## src/rtl/output_unit.sv

```systemverilog
// ---------------------------------------------------------------------------
// output_unit
// Output side of the basic computer's terminal I/O. An accepted OUT strobe
// captures AC[7:0] into OUTR, clears FGO and transmits the character as an
// asynchronous frame: 1 start bit (0), 8 data bits LSB first, 1 stop bit (1).
// FGO returns to 1 when the stop bit completes.
//
// Parameters
//   CLKS_PER_BIT : clock cycles per serial bit (>= 2)
// Ports
//   clk          : system clock, rising edge
//   rst          : synchronous active-high reset
//   ac_outdata   : AC[7:0], character to send
//   outr_load    : OUT strobe from control
//   ien          : interrupt-enable flip-flop value
//   outr_outdata : OUTR register contents
//   fgo          : output flag, 1 = ready for a new character
//   irq          : fgo & ien (combinational)
//   tx           : serial line, idles high (registered)
// ---------------------------------------------------------------------------
module output_unit #(
   parameter int CLKS_PER_BIT = 16
) (
   input  logic       clk,
   input  logic       rst,
   input  logic [7:0] ac_outdata,
   input  logic       outr_load,
   input  logic       ien,
   output logic [7:0] outr_outdata,
   output logic       fgo,
   output logic       irq,
   output logic       tx
);

   localparam int BAUD_W = (CLKS_PER_BIT > 2) ? $clog2(CLKS_PER_BIT) : 1;
   localparam logic [BAUD_W-1:0] BAUD_LAST = BAUD_W'(CLKS_PER_BIT - 1);

   typedef enum logic [1:0] {
      ST_IDLE  = 2'd0,
      ST_START = 2'd1,
      ST_DATA  = 2'd2,
      ST_STOP  = 2'd3
   } state_t;

   state_t            state_r, state_s;
   logic [BAUD_W-1:0] baud_cnt_r, baud_cnt_s;
   logic [2:0]        bit_cnt_r, bit_cnt_s;
   logic [7:0]        outr_r, outr_s;
   logic              fgo_r, fgo_s;
   logic              tx_r, tx_s;
   logic              baud_last_s;
   logic [2:0]        bit_inc_s;
   logic [BAUD_W-1:0] baud_inc_s;

   assign baud_last_s = (baud_cnt_r == BAUD_LAST);
   assign baud_inc_s  = baud_cnt_r + {{(BAUD_W-1){1'b0}}, 1'b1};
   assign bit_inc_s   = bit_cnt_r + 3'd1;

   // Next-state and next-output decode for the transmit FSM. The line value
   // is computed one edge ahead so tx itself comes straight from a flop.
   always_comb begin
      state_s    = state_r;
      baud_cnt_s = baud_cnt_r;
      bit_cnt_s  = bit_cnt_r;
      outr_s     = outr_r;
      fgo_s      = fgo_r;
      tx_s       = tx_r;
      case (state_r)
         ST_IDLE: begin
            tx_s = 1'b1;
            if (outr_load && fgo_r) begin
               outr_s     = ac_outdata;
               fgo_s      = 1'b0;
               state_s    = ST_START;
               baud_cnt_s = {BAUD_W{1'b0}};
               tx_s       = 1'b0;
            end else begin
               baud_cnt_s = {BAUD_W{1'b0}};
            end
         end
         ST_START: begin
            if (baud_last_s) begin
               state_s    = ST_DATA;
               baud_cnt_s = {BAUD_W{1'b0}};
               bit_cnt_s  = 3'd0;
               tx_s       = outr_r[0];
            end else begin
               baud_cnt_s = baud_inc_s;
            end
         end
         ST_DATA: begin
            if (baud_last_s) begin
               baud_cnt_s = {BAUD_W{1'b0}};
               if (bit_cnt_r == 3'd7) begin
                  state_s = ST_STOP;
                  tx_s    = 1'b1;
               end else begin
                  bit_cnt_s = bit_inc_s;
                  tx_s      = outr_r[bit_inc_s];
               end
            end else begin
               baud_cnt_s = baud_inc_s;
            end
         end
         ST_STOP: begin
            tx_s = 1'b1;
            if (baud_last_s) begin
               state_s    = ST_IDLE;
               baud_cnt_s = {BAUD_W{1'b0}};
               fgo_s      = 1'b1;
            end else begin
               baud_cnt_s = baud_inc_s;
            end
         end
         default: begin
            state_s    = ST_IDLE;
            baud_cnt_s = {BAUD_W{1'b0}};
            bit_cnt_s  = 3'd0;
            fgo_s      = 1'b1;
            tx_s       = 1'b1;
         end
      endcase
   end

   // State and output registers; reset aborts any frame in progress.
   always_ff @(posedge clk) begin
      if (rst) begin
         state_r    <= ST_IDLE;
         baud_cnt_r <= {BAUD_W{1'b0}};
         bit_cnt_r  <= 3'd0;
         outr_r     <= 8'h00;
         fgo_r      <= 1'b1;
         tx_r       <= 1'b1;
      end else begin
         state_r    <= state_s;
         baud_cnt_r <= baud_cnt_s;
         bit_cnt_r  <= bit_cnt_s;
         outr_r     <= outr_s;
         fgo_r      <= fgo_s;
         tx_r       <= tx_s;
      end
   end

   assign outr_outdata = outr_r;
   assign fgo          = fgo_r;
   assign tx           = tx_r;
   assign irq          = fgo_r & ien;

endmodule
```

## config.mk

```make
export PLATFORM = sky130hd
export DESIGN_NAME = output_unit
export DESIGN_NICKNAME = d
export VERILOG_FILES = /design/src/rtl/output_unit.sv
export SDC_FILE = /design/constraint.sdc
export NUM_CORES = 1
export LEC_CHECK = 0
export ABC_AREA = 1
export BUFFER_PORTS_ARGS = -buffer_cell sky130_fd_sc_hd__clkbuf_2
export CAP_MARGIN = 20
export CORE_UTILIZATION = 56
export DETAILED_ROUTE_END_ITERATION = 8
export PLACE_DENSITY = 0.81
export SLEW_MARGIN = 20
export SYNTH_ARGS = -nofsm -noshare
export SYNTH_HDL_FRONTEND = slang
export SYNTH_SLANG_ARGS = --single-unit
```

## constraint.sdc

```tcl
create_clock -name clk -period 3 [get_ports clk]
set_clock_uncertainty 0.2 [all_clocks]
set_input_delay 0.3 -clock clk [delete_from_list [all_inputs] [get_ports clk]]
set_output_delay 0.3 -clock clk [all_outputs]
set_load 0.02 [all_outputs]
```

==> results.json <==
{
  "required_ps": 2990,
  "synth_area_leaders": "dfxtp_1, nand2_1, nand3_1",
  "wl_met1_um": 935,
  "synth.distinct_cells": 22,
  "rsz0062_at_grt": "false",
  "routed.top_layer": "met4",
  "grt_pass1_vias": 877,
  "fin_util_pct": 72.37,
  "ant_nets": 0,
  "grt_pass1_wl_um": 3608,
  "mostFrequentLayoutCells": "nand2_1, nand3_1, clkbuf_2",
  "antenna_cells": 0,
  "syn_area_um2": 1011,
  "min_path_type": "in -> reg",
  "crit_chain": "inv_1, ha_1, nand2_2, a21oi_4, inv_2, a21oi_1, a211oi_2",
  "fin_crit_sh_pct": 60.21,
  "floorplan.initialDensity_pct": 63.42,
  "drv_cap": 0,
  "synth_fp_nets": 153,
  "routed_wl_um": 2151,
  "setup_viol": 0,
  "synth_cells": 133,
  "grt_max_degree": 13,
  "wl_per_cell_um": 12.02,
  "p_leak_nw": 0.5241,
  "fin_tns_setup_ps": 0,
  "io_buffers": 22,
  "ir_worst_vdd_mv": 0.5131,
  "clk_latency_ps": 300,
  "tightest_slew_ps": 364.3,
  "met3_length_um": 74,
  "area_delta_synth_final_pct": 14.11,
  "fin_nets": 176,
  "fin_crit_ps": 1806,
  "cts_sinks": 19,
  "io_pins": 23,
  "grt_use_total_pct": 24.81,
  "fin_ws_ps": 1194,
  "cts_root_buf": "clkbuf_4",
  "synth_xor_area_share_pct": 0.8663,
  "startpoint_type": "flop",
  "dieArea_um2": 1979,
  "status": "complete, no violations",
  "viasPerCell": 5.190,
  "die_h_um": 44.49,
  "dpl.cell_count": 175,
  "overflow": 0,
  "synth_top_area_share_pct": 37.62,
  "yosys.area.top_type": "dfxtp_1",
  "finalHoldViolCount": 0,
  "clock_path_buffers": 2,
  "core_area_um2": 1594,
  "path_clk_slew_ps": 110,
  "gp_congestion": 0.8251,
  "rrSetupSlack_ps": 1190,
  "crit_buf_inv": 2,
  "synth-seq-cells": 19,
  "end_kind": "flop",
  "path_max_fanout": 8,
  "finalNonFillerCells": 179,
  "die_x_um": 44.49,
  "numCtsBuffers": 3,
  "vias": 929,
  "relSlewSlack_pct": 75.71,
  "dp_slack_ps": 1208,
  "synth_simple_gate_area_share_pct": 30.69,
  "worstPathArrival_ps": 1790,
  "path_delay_family": "compound AO/OA/AOI/OAI gates",
  "layout_commonest_cell": "nand2_1",
  "synth-compound-area-share_pct": 12.13,
  "cts_setup_buffers": 0,
  "wl_met2_um": 1075,
  "yosysSeqAreaShare_pct": 37.62,
  "ys_warn_count": 0,
  "drc": 0,
  "fmax_mhz": 553.6,
  "slew_viol_final": 0,
  "critical_path_class": "reg -> reg",
  "muxShareOfSynthArea_pct": 0,
  "cts_max_level": 1,
  "holdBufCountCts": 0,
  "tritoncts": "done",
  "synthAdderAreaFrac_pct": 9.901,
  "hpwlAfterDp_um": 1613,
  "firstDrtPassIters": 4,
  "postCtsResizedCells": 0,
  "power_density_nw_per_um2": 824.8,
  "drive_gt1_share_pct": 24.52,
  "critPathMaxStageDelay_ps": 380,
  "synth_top_family_by_area": "simple AND/OR/NAND/NOR gates",
  "antenna_found_initial": 0,
  "rows": 14,
  "drt-initial-drc-count": 17,
  "synth.avg_cell_area_um2": 7.601,
  "cpMaxStageDelayCell": "ha_1"
}
## kinds of logic after synthesis
group	count (synthesis)
AOI/OAI and AO/OA	20
and+or+nand+nor	64
buffers and inverters	21
xor gates and xnor gates	1
adders and majority gates	8
DFF	19
## layer usage
layer | vias to the layer above | GRT usage, %
met5 | - | 0
met4 | 0 | 12.73
met3 | 7 | 3.673
met2 | 25 | 45.00
met1 | 418 | 27.75
li1 | 479 | -
## through the flow
step	area, um2	power, mW	hold WS [ps]
2_1_floorplan	1011	0.7292	173.0
3_3_place_gp	1126	0.8004	227.1
3_5_place_dp	1126	0.8226	240.8
4_1_cts	1154	0.9576	36.42
5_1_grt	1154	1.036	46.31
6_report	1154	0.9515	38.22
## synthesized netlist by cell type (all sizes together)
cell type  instances
nor2               4
or2                1
a21oi             16
buf                3
xnor2              1
nand2             34
nand4              1
ha                 8
nor3               1
dfxtp             19
nand3             23
clkinv             1
clkbuf             1
a211oi             1
o21ai              3
inv               16
## registers in the layout, indices dropped and copies added, names as in the netlist
name          flops
outr_outdata      8
fgo               1
bit_cnt_r         3
baud_cnt_r        4
tx                1
state_r           2
## final cells by class
class | count | area, um2
clock inverter | 1 | 5.005
clock buffer | 3 | 22.52
inverter | 17 | 63.81
timing repair buffer | 22 | 110.1
fill | 139 | 440.4
tap | 24 | 30.03
multi-input combinational | 93 | 541.8
sequential | 19 | 380.4
## worst min-delay path, cell delays in order
cell	delay, ps
clkbuf_2	80
nand3_1	60
a21oi_1	60
## report_power, final
group / internal (mW) / switching [mW]
clock: 0.0497 / 0.0818
sequential: 0.305 / 0.0435
combinational: 0.166 / 0.305
## worst paths after layout
| path | startpoint | to | depth (start not counted) |
|---|---|---|---|
| worst max register to register | state_r[0] | bit_cnt_r[0] | 7 |
| worst max-delay path | state_r[0] | bit_cnt_r[0] | 7 |
| worst min-delay path | ac_outdata[3] | outr_outdata[3] | 3 |
| worst min register to register | bit_cnt_r[1] | bit_cnt_r[1] | 2 |
Note: power is estimated with default switching activity, not from simulation.
